<file path="config.mk">
export PLATFORM = sky130hd
export DESIGN_NAME = cdb_arbiter_flat
export DESIGN_NICKNAME = d
export VERILOG_FILES = /design/src/rtl/cdb_arbiter_if.sv /design/src/rtl/cdb_arbiter.sv /design/src/flat_wrapper.sv
export SDC_FILE = /design/constraint.sdc
export NUM_CORES = 1
export LEC_CHECK = 0
export ABC_AREA = 0
export CAP_MARGIN = 20
export CORE_AREA = 4 4 145 147
export CTS_CLUSTER_DIAMETER = 60
export DETAILED_ROUTE_END_ITERATION = 8
export DIE_AREA = 0 0 149 151
export GPL_TIMING_DRIVEN = 0
export PLACE_DENSITY = 0.78
export SLEW_MARGIN = 10
export SYNTH_ARGS = -nofsm -noshare
export SYNTH_HDL_FRONTEND = slang
export SYNTH_SLANG_ARGS = --single-unit
</file>
<file path="constraint.sdc">
create_clock -name clk_in -period 5.85 [get_ports clk_in]
set_clock_uncertainty 0.1 [all_clocks]
set_input_delay 0.585 -clock clk_in [delete_from_list [all_inputs] [get_ports clk_in]]
set_output_delay 0.585 -clock clk_in [all_outputs]
set_load 0.005 [all_outputs]
</file>
<file path="src/rtl/cdb_arbiter_if.sv">
`default_nettype none
// ============================================================================
//  Module      : cdb_arbiter_if
//  Description : Producer result channels, pipeline control and common data
//                bus broadcast grouped for the CDB arbiter.
//  Revision    : 1.0 - initial release
// ============================================================================
interface cdb_arbiter_if #(
  parameter int ROB_WIDTH_BIT = 4
);
  logic                     rdy_in;
  logic                     clear_in;

  logic                     alu_valid;
  logic [ROB_WIDTH_BIT-1:0] alu_rob_id;
  logic [31:0]              alu_value;
  logic                     alu_ready;

  logic                     lsb_valid;
  logic [ROB_WIDTH_BIT-1:0] lsb_rob_id;
  logic [31:0]              lsb_value;
  logic                     lsb_ready;

  logic                     br_valid;
  logic [ROB_WIDTH_BIT-1:0] br_rob_id;
  logic [31:0]              br_value;
  logic                     br_ready;

  logic                     cdb_valid;
  logic [ROB_WIDTH_BIT-1:0] cdb_rob_id;
  logic [31:0]              cdb_value;
  logic [1:0]               cdb_src;
  logic                     busy;

  // Arbiter side
  modport slave (
    input  rdy_in, clear_in,
    input  alu_valid, alu_rob_id, alu_value,
    output alu_ready,
    input  lsb_valid, lsb_rob_id, lsb_value,
    output lsb_ready,
    input  br_valid, br_rob_id, br_value,
    output br_ready,
    output cdb_valid, cdb_rob_id, cdb_value, cdb_src, busy
  );

  // Producer / ROB side
  modport master (
    output rdy_in, clear_in,
    output alu_valid, alu_rob_id, alu_value,
    input  alu_ready,
    output lsb_valid, lsb_rob_id, lsb_value,
    input  lsb_ready,
    output br_valid, br_rob_id, br_value,
    input  br_ready,
    input  cdb_valid, cdb_rob_id, cdb_value, cdb_src, busy
  );
endinterface
`default_nettype wire

</file>
<file path="src/rtl/cdb_arbiter.sv">
`default_nettype none
// ============================================================================
//  Module      : cdb_arbiter
//  Description : Three small per-producer FIFOs feeding a round-robin arbiter
//                that drives a registered common data bus broadcast.
//  Revision    : 1.0 - initial release
// ============================================================================
module cdb_arbiter #(
  parameter int ROB_WIDTH_BIT  = 4,
  parameter int FIFO_DEPTH_BIT = 1
) (
  input  wire               clk_in,
  input  wire               rst_in,
  cdb_arbiter_if.slave      bus
);

  localparam int                      c_num_src = 3;
  localparam logic [FIFO_DEPTH_BIT:0] c_depth   = (FIFO_DEPTH_BIT+1)'(1 << FIFO_DEPTH_BIT);

  logic [c_num_src-1:0]     w_in_valid;
  logic [ROB_WIDTH_BIT-1:0] w_in_id   [c_num_src];
  logic [31:0]              w_in_val  [c_num_src];
  logic [ROB_WIDTH_BIT-1:0] w_head_id [c_num_src];
  logic [31:0]              w_head_val[c_num_src];
  logic [c_num_src-1:0]     w_ready;
  logic [c_num_src-1:0]     w_nonempty;
  logic [c_num_src-1:0]     w_push;
  logic [c_num_src-1:0]     w_pop;
  logic                     w_advance;
  logic                     w_any;
  logic [1:0]               w_winner;

  logic                     r_cdb_valid;
  logic [ROB_WIDTH_BIT-1:0] r_cdb_rob_id;
  logic [31:0]              r_cdb_value;
  logic [1:0]               r_cdb_src;
  logic [1:0]               r_last_grant;

  // Index 0 = ALU, 1 = LSB, 2 = branch unit
  assign w_in_valid  = {bus.br_valid, bus.lsb_valid, bus.alu_valid};
  assign w_in_id[0]  = bus.alu_rob_id;
  assign w_in_id[1]  = bus.lsb_rob_id;
  assign w_in_id[2]  = bus.br_rob_id;
  assign w_in_val[0] = bus.alu_value;
  assign w_in_val[1] = bus.lsb_value;
  assign w_in_val[2] = bus.br_value;

  // A flush overrides the ready line; nothing moves while stalled
  assign w_advance = bus.rdy_in & ~bus.clear_in;

  genvar gi;
  generate
    for (gi = 0; gi < c_num_src; gi++) begin : g_fifo
      localparam logic [FIFO_DEPTH_BIT-1:0] c_ptr_one = 1;
      localparam logic [FIFO_DEPTH_BIT:0]   c_cnt_one = 1;

      logic [ROB_WIDTH_BIT-1:0]  r_mem_id [1 << FIFO_DEPTH_BIT];
      logic [31:0]               r_mem_val[1 << FIFO_DEPTH_BIT];
      logic [FIFO_DEPTH_BIT-1:0] r_head;
      logic [FIFO_DEPTH_BIT-1:0] r_tail;
      logic [FIFO_DEPTH_BIT:0]   r_count;

      // Ready looks only at the registered count, so a same-cycle pop never frees a slot
      assign w_ready[gi]    = (r_count != c_depth);
      assign w_nonempty[gi] = (r_count != '0);
      assign w_push[gi]     = w_in_valid[gi] & w_ready[gi] & w_advance;
      assign w_pop[gi]      = w_advance & w_any & (w_winner == 2'(gi));
      assign w_head_id[gi]  = r_mem_id[r_head];
      assign w_head_val[gi] = r_mem_val[r_head];

      // Entry storage: written at the tail on every accepted push
      always_ff @(posedge clk_in) begin
        if (w_push[gi]) begin
          r_mem_id[r_tail]  <= w_in_id[gi];
          r_mem_val[r_tail] <= w_in_val[gi];
        end
      end

      // Pointer and occupancy tracking; a flush empties the FIFO
      always_ff @(posedge clk_in or negedge rst_in) begin
        if (!rst_in) begin
          r_head  <= '0;
          r_tail  <= '0;
          r_count <= '0;
        end else if (bus.clear_in) begin
          r_head  <= '0;
          r_tail  <= '0;
          r_count <= '0;
        end else if (bus.rdy_in) begin
          if (w_push[gi]) r_tail <= r_tail + c_ptr_one;
          if (w_pop[gi])  r_head <= r_head + c_ptr_one;
          case ({w_push[gi], w_pop[gi]})
            2'b10:   r_count <= r_count + c_cnt_one;
            2'b01:   r_count <= r_count - c_cnt_one;
            default: r_count <= r_count;
          endcase
        end
      end
    end
  endgenerate

  // Round-robin search starting just after the last granted source
  always_comb begin
    w_any    = |w_nonempty;
    w_winner = 2'd0;
    case (r_last_grant)
      2'd0: begin
        if      (w_nonempty[1]) w_winner = 2'd1;
        else if (w_nonempty[2]) w_winner = 2'd2;
        else                    w_winner = 2'd0;
      end
      2'd1: begin
        if      (w_nonempty[2]) w_winner = 2'd2;
        else if (w_nonempty[0]) w_winner = 2'd0;
        else                    w_winner = 2'd1;
      end
      default: begin
        if      (w_nonempty[0]) w_winner = 2'd0;
        else if (w_nonempty[1]) w_winner = 2'd1;
        else                    w_winner = 2'd2;
      end
    endcase
  end

  // Registered broadcast; payload and grant pointer hold when nothing is popped
  always_ff @(posedge clk_in or negedge rst_in) begin
    if (!rst_in) begin
      r_cdb_valid  <= 1'b0;
      r_cdb_rob_id <= '0;
      r_cdb_value  <= '0;
      r_cdb_src    <= 2'd0;
      r_last_grant <= 2'd2;
    end else if (bus.clear_in) begin
      r_cdb_valid  <= 1'b0;
    end else if (bus.rdy_in) begin
      if (w_any) begin
        r_cdb_valid  <= 1'b1;
        r_cdb_rob_id <= w_head_id[w_winner];
        r_cdb_value  <= w_head_val[w_winner];
        r_cdb_src    <= w_winner;
        r_last_grant <= w_winner;
      end else begin
        r_cdb_valid  <= 1'b0;
      end
    end
  end

  assign bus.alu_ready  = w_ready[0];
  assign bus.lsb_ready  = w_ready[1];
  assign bus.br_ready   = w_ready[2];
  assign bus.cdb_valid  = r_cdb_valid;
  assign bus.cdb_rob_id = r_cdb_rob_id;
  assign bus.cdb_value  = r_cdb_value;
  assign bus.cdb_src    = r_cdb_src;
  assign bus.busy       = r_cdb_valid | (|w_nonempty);

endmodule
`default_nettype wire

</file>
<file path="src/flat_wrapper.sv">
// flat-port wrapper written by rule: the top's interface ports become plain ports
module cdb_arbiter_flat 
#(
  parameter int ROB_WIDTH_BIT  = 4,
  parameter int FIFO_DEPTH_BIT = 1
)
  (clk_in, rst_in, bus_rdy_in, bus_clear_in, bus_alu_valid, bus_alu_rob_id, bus_alu_value, bus_alu_ready, bus_lsb_valid, bus_lsb_rob_id, bus_lsb_value, bus_lsb_ready, bus_br_valid, bus_br_rob_id, bus_br_value, bus_br_ready, bus_cdb_valid, bus_cdb_rob_id, bus_cdb_value, bus_cdb_src, bus_busy);
  cdb_arbiter_if #(.ROB_WIDTH_BIT(ROB_WIDTH_BIT)) bus_i ();
  input  wire clk_in;
  input  wire rst_in;
  input wire logic [$bits(bus_i.rdy_in)-1:0] bus_rdy_in;
  input wire logic [$bits(bus_i.clear_in)-1:0] bus_clear_in;
  input wire logic [$bits(bus_i.alu_valid)-1:0] bus_alu_valid;
  input wire logic [$bits(bus_i.alu_rob_id)-1:0] bus_alu_rob_id;
  input wire logic [$bits(bus_i.alu_value)-1:0] bus_alu_value;
  output wire logic [$bits(bus_i.alu_ready)-1:0] bus_alu_ready;
  input wire logic [$bits(bus_i.lsb_valid)-1:0] bus_lsb_valid;
  input wire logic [$bits(bus_i.lsb_rob_id)-1:0] bus_lsb_rob_id;
  input wire logic [$bits(bus_i.lsb_value)-1:0] bus_lsb_value;
  output wire logic [$bits(bus_i.lsb_ready)-1:0] bus_lsb_ready;
  input wire logic [$bits(bus_i.br_valid)-1:0] bus_br_valid;
  input wire logic [$bits(bus_i.br_rob_id)-1:0] bus_br_rob_id;
  input wire logic [$bits(bus_i.br_value)-1:0] bus_br_value;
  output wire logic [$bits(bus_i.br_ready)-1:0] bus_br_ready;
  output wire logic [$bits(bus_i.cdb_valid)-1:0] bus_cdb_valid;
  output wire logic [$bits(bus_i.cdb_rob_id)-1:0] bus_cdb_rob_id;
  output wire logic [$bits(bus_i.cdb_value)-1:0] bus_cdb_value;
  output wire logic [$bits(bus_i.cdb_src)-1:0] bus_cdb_src;
  output wire logic [$bits(bus_i.busy)-1:0] bus_busy;
  assign bus_i.rdy_in = bus_rdy_in;
  assign bus_i.clear_in = bus_clear_in;
  assign bus_i.alu_valid = bus_alu_valid;
  assign bus_i.alu_rob_id = bus_alu_rob_id;
  assign bus_i.alu_value = bus_alu_value;
  assign bus_alu_ready = bus_i.alu_ready;
  assign bus_i.lsb_valid = bus_lsb_valid;
  assign bus_i.lsb_rob_id = bus_lsb_rob_id;
  assign bus_i.lsb_value = bus_lsb_value;
  assign bus_lsb_ready = bus_i.lsb_ready;
  assign bus_i.br_valid = bus_br_valid;
  assign bus_i.br_rob_id = bus_br_rob_id;
  assign bus_i.br_value = bus_br_value;
  assign bus_br_ready = bus_i.br_ready;
  assign bus_cdb_valid = bus_i.cdb_valid;
  assign bus_cdb_rob_id = bus_i.cdb_rob_id;
  assign bus_cdb_value = bus_i.cdb_value;
  assign bus_cdb_src = bus_i.cdb_src;
  assign bus_busy = bus_i.busy;
  cdb_arbiter #(.ROB_WIDTH_BIT(ROB_WIDTH_BIT), .FIFO_DEPTH_BIT(FIFO_DEPTH_BIT)) u_core (.clk_in(clk_in), .rst_in(rst_in), .bus(bus_i));
endmodule
</file>
Yosys cells after proc, flatten, opt, wreduce, memory -nomap -nowiden. Memories as Yosys holds them, arrays and structs flattened. Cells that the tools add are included.

Bits in registers: 53. Bits in writable memories: 216. Bits of input ports: 115. Output and inout port bits: 43. Logic and storage cells: 134. Memories kept: 6.

$add $sub $neg: 12. Magnitude comparators: 1. Equal/unequal tests: 12. Muxes and demuxes: 49. Bitwise operators: 14. Reduce and logical (&&, ||, !) cells: 26.

Memory list: u_core.g_fifo[0].r_mem_val (depth 2, bits a word 32, read ports 1, clocked after Yosys merged registers in 0, wr ports 1, line cdb_arbiter.sv:58) `logic [31:0] r_mem_val[1 << FIFO_DEPTH_BIT];`; u_core.g_fifo[1].r_mem_val (depth 2, bits a word 32, read ports 1, clocked after Yosys merged registers in 0, wr ports 1, line cdb_arbiter.sv:58); u_core.g_fifo[2].r_mem_val (depth 2, bits a word 32, read ports 1, clocked after Yosys merged registers in 0, wr ports 1, line cdb_arbiter.sv:58); u_core.g_fifo[0].r_mem_id (depth 2, bits a word 4, read ports 1, clocked after Yosys merged registers in 0, wr ports 1, line cdb_arbiter.sv:57) `logic [ROB_WIDTH_BIT-1:0] r_mem_id [1 << FIFO_DEPTH_BIT];`; u_core.g_fifo[1].r_mem_id (depth 2, bits a word 4, read ports 1, clocked after Yosys merged registers in 0, wr ports 1, line cdb_arbiter.sv:57); u_core.g_fifo[2].r_mem_id (depth 2, bits a word 4, read ports 1, clocked after Yosys merged registers in 0, wr ports 1, line cdb_arbiter.sv:57).

Operators by type and width (number): $bmux W32 S2 (1); $mux W32 (2); $mux W1 (28); $mux W2 (11); $reduce_bool A2 Y1 (10); $reduce_and A2 Y1 (9); $pmux W2 S2 (4); $and A1 B1 Y1 (11); $eq A2 B1 Y1 const B (5); $reduce_bool A3 Y1 (3); $bmux W4 S2 (1); $eq A2 B2 Y1 const B (4); $mux W4 (2); $add A1 B1 Y1 const B (6); $add A2 B1 Y2 const B (3); $ne A2 B2 Y1 const B (3); $sub A2 B1 Y2 const B (3); $logic_not A2 Y1 (2); $ge A3 B3 Y1 const B (1); $not A2 Y3 (1); $reduce_and A3 Y1 (1); $reduce_or A3 Y1 (1); $not A1 Y1 (1); $or A1 B1 Y1 (1).

Depth between registers and ports, before layout.
Depth in word-level cells: 10. Depth in mapped cells: 8. Depth with buffers taken out: 5.

Worst setup path before layout. No wires, ideal clock.

Path kind: input to register. Start point: input bus_clear_in. End point: memory u_core.g_fifo[0].r_mem_id[0][0] (enable). Library setup time: 519 ps. Arrival time: 4315 ps. Required time: 5231 ps. Path slack: 916 ps. Stages: 2. Buffers on the path: 1. Cell sequence: clkbuf_1 nor4_1.

Cells in the longest elaborated chain, start to end: 5.

RTL lines: start: declaration (line flat_wrapper.sv:12) `input wire logic [$bits(bus_i.clear_in)-1:0] bus_clear_in;`; $not A1 Y1 (no line); $and A1 B1 Y1 (line cdb_arbiter.sv:49) `assign w_advance = bus.rdy_in & ~bus.clear_in;`; $and A1 B1 Y1 (line cdb_arbiter.sv:66) `assign w_push[gi] = w_in_valid[gi] & w_ready[gi] & w_advance;`; $mux W1 (line cdb_arbiter.sv:73) `if (w_push[gi]) begin`; $mux W1 (not written as such) (line cdb_arbiter.sv:74) `r_mem_id[r_tail] <= w_in_id[gi];`; end: declaration (line cdb_arbiter.sv:57).

No other way between the ends.

Worst setup path after layout.
Start point: register u_core.g_fifo[1].r_count[0]. End point: output bus_busy.

Cells in the longest elaborated chain, start to end: 3.

RTL lines: start: declaration (line cdb_arbiter.sv:61) `logic [FIFO_DEPTH_BIT:0] r_count;`; start signal: assignment (line cdb_arbiter.sv:93) `2'b10: r_count <= r_count + c_cnt_one;`; start signal: assignment (line cdb_arbiter.sv:94) `2'b01: r_count <= r_count - c_cnt_one;`; start signal: assignment (line cdb_arbiter.sv:95) `default: r_count <= r_count;`; $reduce_bool A2 Y1 (line cdb_arbiter.sv:65) `assign w_nonempty[gi] = (r_count != '0);`; $reduce_or A3 Y1 (line cdb_arbiter.sv:155) `assign bus.busy = r_cdb_valid | (|w_nonempty);`; $or A1 B1 Y1 (line cdb_arbiter.sv:155); end: declaration (line flat_wrapper.sv:29) `output wire logic [$bits(bus_i.busy)-1:0] bus_busy;`.

No other way between the ends.

==> results by group <==
Run status
  • Status: completed

Critical path
  • Kind of critical path: reg2out
  • CP Depth: 4
  • CP Launch Type: register
  • CP top delay family: simple AND/OR/NAND/NOR gates
  • Crit Reg-Reg Startpoint: u_core.g_fifo[1].r_count[0]$_DFFE_PN0P_
  • R2R cell count: 5
  • Critical Path End Type: output port
  • Critical path, cell by cell: or4_1, clkbuf_1, or3_1, clkdlybuf4s50_1
  • Slowest stage delay, CP: 0.54 ns
  • Crit path buf inv count: 2
  • FF-to-FF setup slack: 3.14 ns
  • Slowest cell on crit path: or4_1
  • CP max FO: 8
  • Worst r2r dst: u_core.bus.cdb_value[18]$_DFFE_PN0P_
  • Req. time, crit path: 5.16 ns
  • Critical path arrival: 2.50 ns

Timing
  • Rel. slew slack: 0.402
  • Final Worst Setup Slack: 2.67 ns
  • Setup TNS: 0 ns
  • Final Max Slew Viols: 0
  • Post-route clock period utilization: 0.544
  • Hold Fails Final Rpt: 0
  • Slew @ Worst Pin: 0.896 ns
  • # setup viols final: 0
  • Fmax achieved: 314 MHz
  • Unrepaired setup endpoints after global routing: false
  • Tmin final: 3.18 ns

Synth
  • Synthesized area: 10500 um^2
  • Synth top area cells: edfxtp_1 62%, mux2i_1 14%, dfrtp_1 12%, a221o_1 3.4%, nor2_1 2.0%
  • Yosys cell types: 45
  • Mapped Nets: 733
  • Share of the yosys chip area belonging to registers: 0.745
  • Post-synth EDFFs: 216
  • Area share of the largest cell type after synthesis: 0.620
  • Top FF cell, synth: edfxtp_1
  • YS warnings: 0
  • Syn Area/Cell: 16.9 um^2
  • Synthesized netlist cell count: 618
  • Async SR Flop Fraction: 0.194
  • Seq cells post-synth: 268
  • Synth area leader: edfxtp_1

Die
  • Cell Rows: 52
  • Die ar.: 22500 um^2
  • Die extent in y: 151 um
  • Chip width: 149 um
  • Core area: 19900 um^2
  • Num ports: 158
  • Initial Utilization: 0.525

CTS
  • TritonCTS Buffers: 27
  • Post_cts resized: 0
  • H-Tree Depth: 1
  • CTS tree: done
  • Largest buffer count on any clock path: 3
  • CTS hold repair buffers: 0
  • Root buf cell: clkbuf_16
  • CTS clk-pin slew, worst paths: 0.06 ns
  • Post-CTS setup buffers: 0
  • Clock sink total: 268
  • Clk Latency, worst-skew pair: 0.52 ns

Placement
  • Post-DP HPWL: 16600 um
  • Buffers on Ports: 156
  • Pre-CTS setup slack: 2.42 ns
  • Placed inst area: 12600 um^2
  • RD Place Congestion: 0.839

Routing
  • Avg WL per Cell: 21.6 um
  • DRT iter0 DRCs: 516
  • Drt pass-1 iters: 5
  • Vias/cell: 5.56
  • Via count: 6167
  • Total routed wirelength: 23900 um
  • Routed Antenna Nets: 0
  • # DRC: 0

Final layout
  • Final instance area: 13500 um^2
  • Most common cell after layout, fill and taps aside: edfxtp_1
  • Filler instances: 1378
  • Fin nets: 935
  • Core Util, Final: 0.678
  • FF+latch area: 7790 um^2
  • P&R area growth vs syn: 29.1%
  • Layout cells sized above 1: 0.108
  • Multi-input gate area: 2520 um^2
  • # diodes: 0
  • Commonest non-fill, non-tap cells in the layout: 216 x edfxtp_1, 155 x clkdlybuf4s50_1, 144 x mux2i_1

Global route
  • Gr usage total: 0.212
  • Initial antenna violation count: 1
  • Total grt overflow: 0
  • First-pass GRT wire length: 36300 um
  • Largest net degree at the start of global routing: 53
  • Vias in the first global route: 6646

Worst hold path
  • Hold Crit Class: in2async

Power and ir drop
  • Leak: 4.69 nW
  • Design Power: 5.24 mW
  • Max VDD drop: 0.305 mV
  • Power per cell area: 388 nW/um^2

Job
  • Max-Cap Viols: 0
==> flip-flops by register name, indices dropped and copies added, names as in the netlist <==
| signal | cells |
|---|---|
| u_core.g_fifo.r_mem_val | 192 |
| u_core.bus.cdb_value | 32 |
| u_core.g_fifo.r_mem_id | 24 |
| u_core.g_fifo.r_count | 6 |
| u_core.bus.cdb_rob_id | 4 |
| u_core.g_fifo.r_head | 3 |
| u_core.g_fifo.r_tail | 3 |
| u_core.r_last_grant | 2 |
| u_core.bus.cdb_src | 1 |
| u_core.bus.cdb_valid | 1 |
==> Yosys cell counts, types with 2 or more instances <==
cell,number
a21oi_1,7
a221o_1,36
a31oi_1,2
buf_1,3
buf_2,12
buf_4,3
clkbuf_1,16
dfrtp_1,51
edfxtp_1,216
inv_1,4
mux2i_1,144
nand2_1,7
nand2b_1,2
nand3_1,6
nor2_1,55
nor3_1,4
nor3b_1,2
nor4_1,2
o21a_1,3
o21ai_0,8
o21ai_1,3
o21ba_2,2
or3_1,4
or4_1,3
xor2_1,3
==> routing by layer <==
layer,vias to the layer above,wire length [um],track usage
met2,235,12000,0.370
met1,3086,9820,0.276
met4,2,408,0.0513
li1,2810,-,-
met5,-,13,0
met3,34,1630,0.0398
==> cell type report <==
type,instances,share of cell area
buffer,35,0.0122
clock buffer,39,0.0586
clock inverter,10,0.00973
inverter,4,0.00111
multi-input combinational,311,0.187
sequential,268,0.577
tap,270,0.0250
timing repair buffer,173,0.130
==> logic make-up (layout without fill, tap and decap cells) <==
group / Yosys count / count (layout) / share of synthesized area
AO/OA/AOI/OAI: 69 / 69 / 0.0551
XOR/XNOR: 4 / 4 / 0.00335
buffers and inverters: 39 / 261 / 0.0172
flip-flops: 268 / 268 / 0.745
multiplexers: 145 / 145 / 0.139
AND/OR/NAND/NOR: 93 / 93 / 0.0409
==> worst reg2reg max path: stages (launching register included) <==
cell	delay, ns
dfrtp_1	0.46
or4_1	0.54
clkbuf_1	0.16
o21ai_1	0.62
clkbuf_1	0.50
a221o_1	0.26
==> through the flow <==
step / cells / hold WS [ns]
2_1_floorplan: 618 / 0.189
3_3_place_gp: 1044 / 0.388
3_5_place_dp: 1061 / 0.401
4_1_cts: 1110 / 0.0449
5_1_grt: 1110 / 0.0682
6_report: 1110 / 0.0223
==> power by group <==
part	switching, mW	leakage, nW	total (mW)	internal [mW]
registers	0.127	2.61	2.38	2.25
logic	0.496	1.62	1.12	0.624
clock network	0.677	0.456	1.75	1.07
total	1.30	4.69	5.24	3.94
==> worst max-delay path by stage <==
stage | start | end | slack (ns)
after detailed placement | bus_rdy_in | u_core.g_fifo[1].r_mem_val[1][25]$_DFFE_PP_ | 2.42
after CTS | u_core.g_fifo[0].r_count[0]$_DFFE_PN0P_ | bus_busy | 2.68
after global routing | u_core.g_fifo[1].r_count[0]$_DFFE_PN0P_ | bus_busy | 2.61
after global placement | bus_rdy_in | u_core.g_fifo[0].r_mem_val[0][2]$_DFFE_PP_ | -2.69
final | u_core.g_fifo[1].r_count[0]$_DFFE_PN0P_ | bus_busy | 2.67
after floorplan | bus_clear_in | u_core.g_fifo[0].r_mem_id[0][0]$_DFFE_PP_ | 0.92
Power figures use the tool's default switching activity.
